===== src/rtl/cam_stream_packer_if.sv =====
// cam_stream_packer_if: camera byte input, FIFO word output and status bundle for the packer.
interface cam_stream_packer_if;
  logic        in_valid;
  logic [7:0]  in_data;
  logic        in_eof;
  logic [63:0] out_data;
  logic        out_valid;
  logic        out_ready;
  logic        out_burst_valid;
  logic        overflow;
  logic [15:0] drop_cnt;
  logic [15:0] frame_cnt;
  modport master (
    output in_valid, in_data, in_eof, out_ready,
    input  out_data, out_valid, out_burst_valid, overflow, drop_cnt, frame_cnt
  );
  modport slave (
    input  in_valid, in_data, in_eof, out_ready,
    output out_data, out_valid, out_burst_valid, overflow, drop_cnt, frame_cnt
  );
endinterface


===== src/rtl/cam_stream_packer.sv =====
// cam_stream_packer: packs camera bytes into 64-bit words, pads frames to whole bursts, buffers in a show-ahead FIFO.
module cam_stream_packer #(
  parameter int BURST_WORDS = 16,
  parameter int FIFO_DEPTH  = 64
) (
  input logic CLK,
  input logic RST,
  cam_stream_packer_if.slave bus
);
  localparam int BW = $clog2(BURST_WORDS);
  localparam int AW = $clog2(FIFO_DEPTH);
  localparam logic [AW:0] DEPTH = (AW+1)'(FIFO_DEPTH);
  localparam logic [AW:0] BURST = (AW+1)'(BURST_WORDS);
  typedef enum logic {PACK, PAD} state_t;
  state_t          st;
  logic [2:0]      byte_idx;
  logic [63:0]     acc_word;
  logic [BW-1:0]   burst_pos, bp_next;
  logic [AW-1:0]   wr_ptr, rd_ptr;
  logic [AW:0]     count;
  logic [63:0]     mem [FIFO_DEPTH];
  logic            pop, full, take, done, pad_push, pad_drop, drop_word, push;
  logic [63:0]     word;
  logic [3:0]      drop_n;
  logic [16:0]     drop_sum;
  always_comb begin
    pop       = count != '0 && bus.out_ready;
    full      = count == DEPTH;
    take      = bus.in_valid && st == PACK;
    done      = take && (byte_idx == 3'd7 || bus.in_eof);
    pad_push  = st == PAD && (!full || pop);
    pad_drop  = bus.in_valid && st == PAD;
    drop_word = done && full && !pop;
    push      = pad_push || (done && !drop_word);
    word      = st == PAD ? 64'd0 : acc_word | (64'(bus.in_data) << {byte_idx, 3'd0});
    drop_n    = drop_word ? {1'b0, byte_idx} + 4'd1 : {3'd0, pad_drop};
    drop_sum  = {1'b0, bus.drop_cnt} + 17'(drop_n);
    bp_next   = burst_pos + BW'(1);
  end
  // burst_pos advances even for dropped words so padding stays burst-aligned
  always_ff @(posedge CLK or posedge RST) begin
    if (RST) begin
      st            <= PACK;
      byte_idx      <= '0;
      acc_word      <= '0;
      burst_pos     <= '0;
      wr_ptr        <= '0;
      rd_ptr        <= '0;
      count         <= '0;
      bus.overflow  <= 1'b0;
      bus.drop_cnt  <= '0;
      bus.frame_cnt <= '0;
    end else begin
      if (take) begin
        byte_idx <= done ? 3'd0 : byte_idx + 3'd1;
        acc_word <= done ? 64'd0 : word;
      end
      if (done || pad_push) burst_pos <= bp_next;
      if ((done && bus.in_eof) || pad_push) begin
        st <= bp_next == '0 ? PACK : PAD;
        if (bp_next == '0) bus.frame_cnt <= bus.frame_cnt + 16'd1;
      end
      if (push) wr_ptr <= wr_ptr + AW'(1);
      if (pop) rd_ptr <= rd_ptr + AW'(1);
      count <= count + (AW+1)'(push) - (AW+1)'(pop);
      if (drop_n != '0) begin
        bus.overflow <= 1'b1;
        bus.drop_cnt <= drop_sum[16] ? 16'hFFFF : drop_sum[15:0];
      end
    end
  end
  always_ff @(posedge CLK) if (push) mem[wr_ptr] <= word;
  assign bus.out_data        = mem[rd_ptr];
  assign bus.out_valid       = count != '0;
  assign bus.out_burst_valid = count >= BURST;
endmodule


===== src/flat_wrapper.sv =====
// flat-port wrapper written by rule: the top's interface ports become plain ports
module cam_stream_packer_flat 
#(
  parameter int BURST_WORDS = 16,
  parameter int FIFO_DEPTH  = 64
)
  (CLK, RST, bus_in_valid, bus_in_data, bus_in_eof, bus_out_ready, bus_out_data, bus_out_valid, bus_out_burst_valid, bus_overflow, bus_drop_cnt, bus_frame_cnt);
  cam_stream_packer_if bus_i ();
  input logic CLK;
  input logic RST;
  input wire logic [$bits(bus_i.in_valid)-1:0] bus_in_valid;
  input wire logic [$bits(bus_i.in_data)-1:0] bus_in_data;
  input wire logic [$bits(bus_i.in_eof)-1:0] bus_in_eof;
  input wire logic [$bits(bus_i.out_ready)-1:0] bus_out_ready;
  output wire logic [$bits(bus_i.out_data)-1:0] bus_out_data;
  output wire logic [$bits(bus_i.out_valid)-1:0] bus_out_valid;
  output wire logic [$bits(bus_i.out_burst_valid)-1:0] bus_out_burst_valid;
  output wire logic [$bits(bus_i.overflow)-1:0] bus_overflow;
  output wire logic [$bits(bus_i.drop_cnt)-1:0] bus_drop_cnt;
  output wire logic [$bits(bus_i.frame_cnt)-1:0] bus_frame_cnt;
  assign bus_i.in_valid = bus_in_valid;
  assign bus_i.in_data = bus_in_data;
  assign bus_i.in_eof = bus_in_eof;
  assign bus_i.out_ready = bus_out_ready;
  assign bus_out_data = bus_i.out_data;
  assign bus_out_valid = bus_i.out_valid;
  assign bus_out_burst_valid = bus_i.out_burst_valid;
  assign bus_overflow = bus_i.overflow;
  assign bus_drop_cnt = bus_i.drop_cnt;
  assign bus_frame_cnt = bus_i.frame_cnt;
  cam_stream_packer #(.BURST_WORDS(BURST_WORDS), .FIFO_DEPTH(FIFO_DEPTH)) u_core (.CLK(CLK), .RST(RST), .bus(bus_i));
endmodule

===== config.mk =====
export PLATFORM = sky130hd
export DESIGN_NAME = cam_stream_packer_flat
export DESIGN_NICKNAME = d
export VERILOG_FILES = /design/src/rtl/cam_stream_packer_if.sv /design/src/rtl/cam_stream_packer.sv /design/src/flat_wrapper.sv
export SDC_FILE = /design/constraint.sdc
export NUM_CORES = 2
export LEC_CHECK = 0
export CAP_MARGIN = 30
export CORE_UTILIZATION = 25
export DETAILED_ROUTE_END_ITERATION = 8
export HOLD_SLACK_MARGIN = 0.06
export PLACE_DENSITY = 0.47
export SLEW_MARGIN = 25
export SYNTH_ARGS = -nofsm -noshare
export SYNTH_HDL_FRONTEND = slang
export SYNTH_SLANG_ARGS = --single-unit

===== constraint.sdc =====
create_clock -name CLK -period 5.3 [get_ports CLK]
set_input_delay 1.59 -clock CLK [delete_from_list [all_inputs] [get_ports CLK]]
set_output_delay 1.59 -clock CLK [all_outputs]
set_load 0.01 [all_outputs]

==> results_dict.tcl <==
set metrics [dict create \
    finalMaxSlewViolations 0 \
    ys_dominant_reg_cell "edfxtp_1" \
    place_area_um2 180000 \
    detailedPlacementHpwl_mm 296 \
    worstSkewPairLatency_ns 1.02 \
    setup.reg_to_reg.worst_slack_ns 1.26 \
    finalHoldWorstSlack_ns 0.475 \
    number_of_instances_in_the_placed_design 16996 \
    route.detailed.drc 0 \
    hp-class "reg -> reg" \
    root_buffer "clkbuf_16" \
    ys_warn_count 0 \
    route.antenna.remaining_nets 0 \
    crit_arrival_ns 3.69 \
    syn-cell-area_um2 163000 \
    reg2reg_depth 10 \
    ctsLongestPathBuffers 4 \
    htreeDepth 5 \
    synth-edff-count 4096 \
    postSynthAreaPerCell_um2 19.9 \
    num_vias 86695 \
    final_min_period_over_clock_period 0.997 \
    timing.critical_path.buf_inv 8 \
    viasPerCell 4.79 \
    drt_first_pass_iters 5 \
    grt_max_degree 82 \
    grt_use_total 0.162 \
    power.density_cell_area_nw_per_um2 566 \
    crit_chain "buf_12 -> buf_16 -> buf_12 -> buf_12 -> buf_16 -> buf_6 -> mux4_2 -> mux2i_4 -> o21ai_1 -> a22o_1 -> buf_6 -> buf_6" \
    grt_overflow 0 \
    crit_path_required_time_ns 3.71 \
    async_flop_share 0.0294 \
    critical_path_class "reg -> out" \
    setup_repair_after_global_routing_missed_its_margin "true" \
    start_kind "flop" \
    area.growth.synth_to_final_pct 23.8 \
    final-hold-violation-count 0 \
    clock_tree_from_tritoncts "built" \
    slowest_stage "dfrtp_4" \
    initial_core_util 0.251 \
    fmaxAchievable_mhz 189 \
    finish.instance_area_um2 202000 \
    post-place-ws_ns 0.292 \
    min-delay-start "u_core.bus.overflow$_DFFE_PP0P_" \
    whs_path_depth 1 \
    p_leak_nw 68.9 \
    cts_made_buffers 425 \
    reg2reg_launch_point "u_core.byte_idx[1]$_DFFE_PP0N_" \
    final.fill_count 62276 \
    grt_pass1_vias 88536 \
    gpl.final_weighted_congestion 0.761 \
    worst_setup_hold_path_clk_slew_ns 0.06 \
    num-nets-final 9127 \
    die_y_um 810 \
    std_cell_rows 296 \
    cts_num_sinks 4220 \
    status "finished, final reports clean" \
    cpPeakStageDelay_ns 0.52 \
    core-area_um2 650000 \
    worst_slew_pin_slew_ns 1.20 \
    endpoint_worst_hold "u_core.bus.overflow$_DFFE_PP0P_" \
    wl_per_cell_um 30.4 \
    clock-skew-final_ns 0.0683 \
    critPathTopFamily "buffers and inverters" \
    relSlewSlack 0.203 \
    seq_area_frac_synth 0.773 \
    rr_endpoint "u_core.mem[4][8]$_DFFE_PP_" \
    synth.lib_cells_used.distinct 54 \
    instances_no_fill 18109 \
    setup_slack_ns 0.0163 \
    design.portCount 112 \
    initial_antenna_violation_count 27 \
    timing.max_cap.violations 0 \
    worstSetupEndpointType "output pin" \
    post-route-min-period_ns 5.28 \
    peakVddDrop_mv 0.630 \
    synthCells 8207 \
    drt_iter0_drc 9344 \
    die_w_um 810 \
    die_area_um2 656000 \
    setup_viol 0 \
    first_pass_grt_wire_length_mm 746 \
    critical_path.max_fanout 6 \
    postSynthRegisterBits 4220 \
    detail_route.wirelength_mm 550 \
    synthesis.nets 8242 \
    layout-drive-gt1-share 0.277 \
    worst-path-stages 12 \
    portBuffers 111 \
]
synthesized netlist by cell type, types with 4 or more instances:
cell type | n | share of area
edfxtp_1 | 4096 | 0.75
mux2i_1 | 1041 | 0.064
mux4_2 | 606 | 0.084
nand2_1 | 284 | 0.0065
a21oi_1 | 270 | 0.0083
clkbuf_1 | 265 | 0.0061
nor2_1 | 213 | 0.0049
o21ai_0 | 211 | 0.0065
a22oi_1 | 209 | 0.0096
buf_2 | 152 | 0.0047
a31oi_1 | 135 | 0.0052
dfrtp_1 | 124 | 0.019
a221oi_1 | 76 | 0.0041
a22o_1 | 69 | 0.0037
nand4_1 | 62 | 0.0024
nand3_1 | 56 | 0.0017
o211ai_1 | 52 | 0.0024
buf_1 | 43 | 0.00099
buf_4 | 42 | 0.0019
xnor2_1 | 22 | 0.0012
ha_1 | 20 | 0.0015
nor2b_1 | 20 | 0.00077
inv_1 | 17 | 0.00039
mux2_2 | 17 | 0.0012
and2_1 | 15 | 0.00058
xor2_1 | 14 | 0.00075
a211oi_1 | 12 | 0.00055
nand2b_1 | 8 | 0.00031
and3_1 | 7 | 0.00027
nand3b_1 | 7 | 0.00032
o22a_1 | 5 | 0.00027
mux2_1 | 4 | 0.00028
where the power goes:
| group | switching, W | internal (W) | total (W) |
|---|---|---|---|
| Sequential | 0.000711 | 0.0396 | 0.0403 |
| Clock | 0.0133 | 0.0177 | 0.0309 |
| Combinational | 0.0251 | 0.0178 | 0.0429 |
| Total | 0.0391 | 0.0751 | 0.114 |
through the flow:
step            util  setup TNS (ns)  total power [W]
2_1_floorplan      -        -2222.83           0.0598
3_3_place_gp   0.277               0           0.0765
3_5_place_dp   0.278               0           0.0769
4_1_cts        0.309           -2.47            0.115
5_1_grt        0.311          -0.313            0.118
6_report       0.311               0            0.114
cell usage in the layout (no fill, tap or decap), types with 67 or more instances in the layout:
master / n
a22oi_1: 187
buf_12: 241
mux2i_1: 952
mux4_2: 606
nand2_1: 279
nor2_4: 130
o21ai_1: 77
clkbuf_1: 71
edfxtp_1: 4096
a31oi_1: 88
clkinv_2: 89
clkinv_1: 92
nor2_1: 83
o21ai_0: 101
a21oi_1: 264
dfrtp_1: 117
buf_16: 85
buf_4: 465
buf_6: 67
clkbuf_16: 432
routing by layer:
metal	wire, um	track usage	share of wire
met1	230000	0.213	0.42
met2	271000	0.278	0.49
met3	33200	0.0260	0.060
met4	16200	0.0433	0.029
met5	79	0	0.00014
flip-flops by register name, summed over array words and instances, names as in the netlist:
signal,cells
u_core.mem,4096
u_core.rd_ptr,6
u_core.wr_ptr,6
u_core.byte_idx,3
u_core.count,7
u_core.bus.drop_cnt,16
u_core.acc_word,64
u_core.st,1
u_core.bus.frame_cnt,16
u_core.burst_pos,4
u_core.bus.overflow,1
worst max path at each step:
stage                                 startpoint                                 end  slack (ns)
finish              u_core.rd_ptr[0]$_DFFE_PP0P_                    bus_out_data[44]        0.02
global route        u_core.rd_ptr[0]$_DFFE_PP0P_                    bus_out_data[25]       -0.07
CTS                 u_core.rd_ptr[0]$_DFFE_PP0P_                    bus_out_data[24]       -0.13
detailed placement  u_core.rd_ptr[0]$_DFFE_PP0P_                    bus_out_data[58]        0.29
global placement                    bus_in_valid  u_core.bus.drop_cnt[6]$_DFFE_PP0P_        0.22
floorplan                           bus_in_valid         u_core.mem[58][0]$_DFFE_PP_       -0.60
cell families after synthesis:
group / Yosys count / share of synthesized area
buffers and inverters: 520 / 0.0141
adders and majority gates: 22 / 0.00178
AOI/OAI and AO/OA: 1048 / 0.0411
DFF: 4220 / 0.773
muxes: 1668 / 0.149
xor gates and xnor gates: 36 / 0.00193
and+or+nand+nor: 693 / 0.0188
area by class of cell:
type	count	area, um2	area share
Antenna cell	7	17.5	0.0000868
Multi-Input combinational cell	3467	37700	0.187
Timing Repair Buffer	961	12900	0.0638
Clock inverter	295	3270	0.0162
Sequential cell	4220	126000	0.625
Inverter	17	68.8	0.000341
Clock buffer	500	11000	0.0544
Tap cell	8642	10800	0.0536
repair_timing:
| item | 4_1_cts | 5_1_grt |
|---|---|---|
| setup buffers | 200 | 54 |
| resized for setup | 771 | 133 |
| pin swaps | 118 | 86 |
| gates cloned | 58 | 4 |
| hold buffers | 0 | 0 |
| endpoints found under the setup margin | 64 | 53 |
Power figures use the tool's default switching activity.
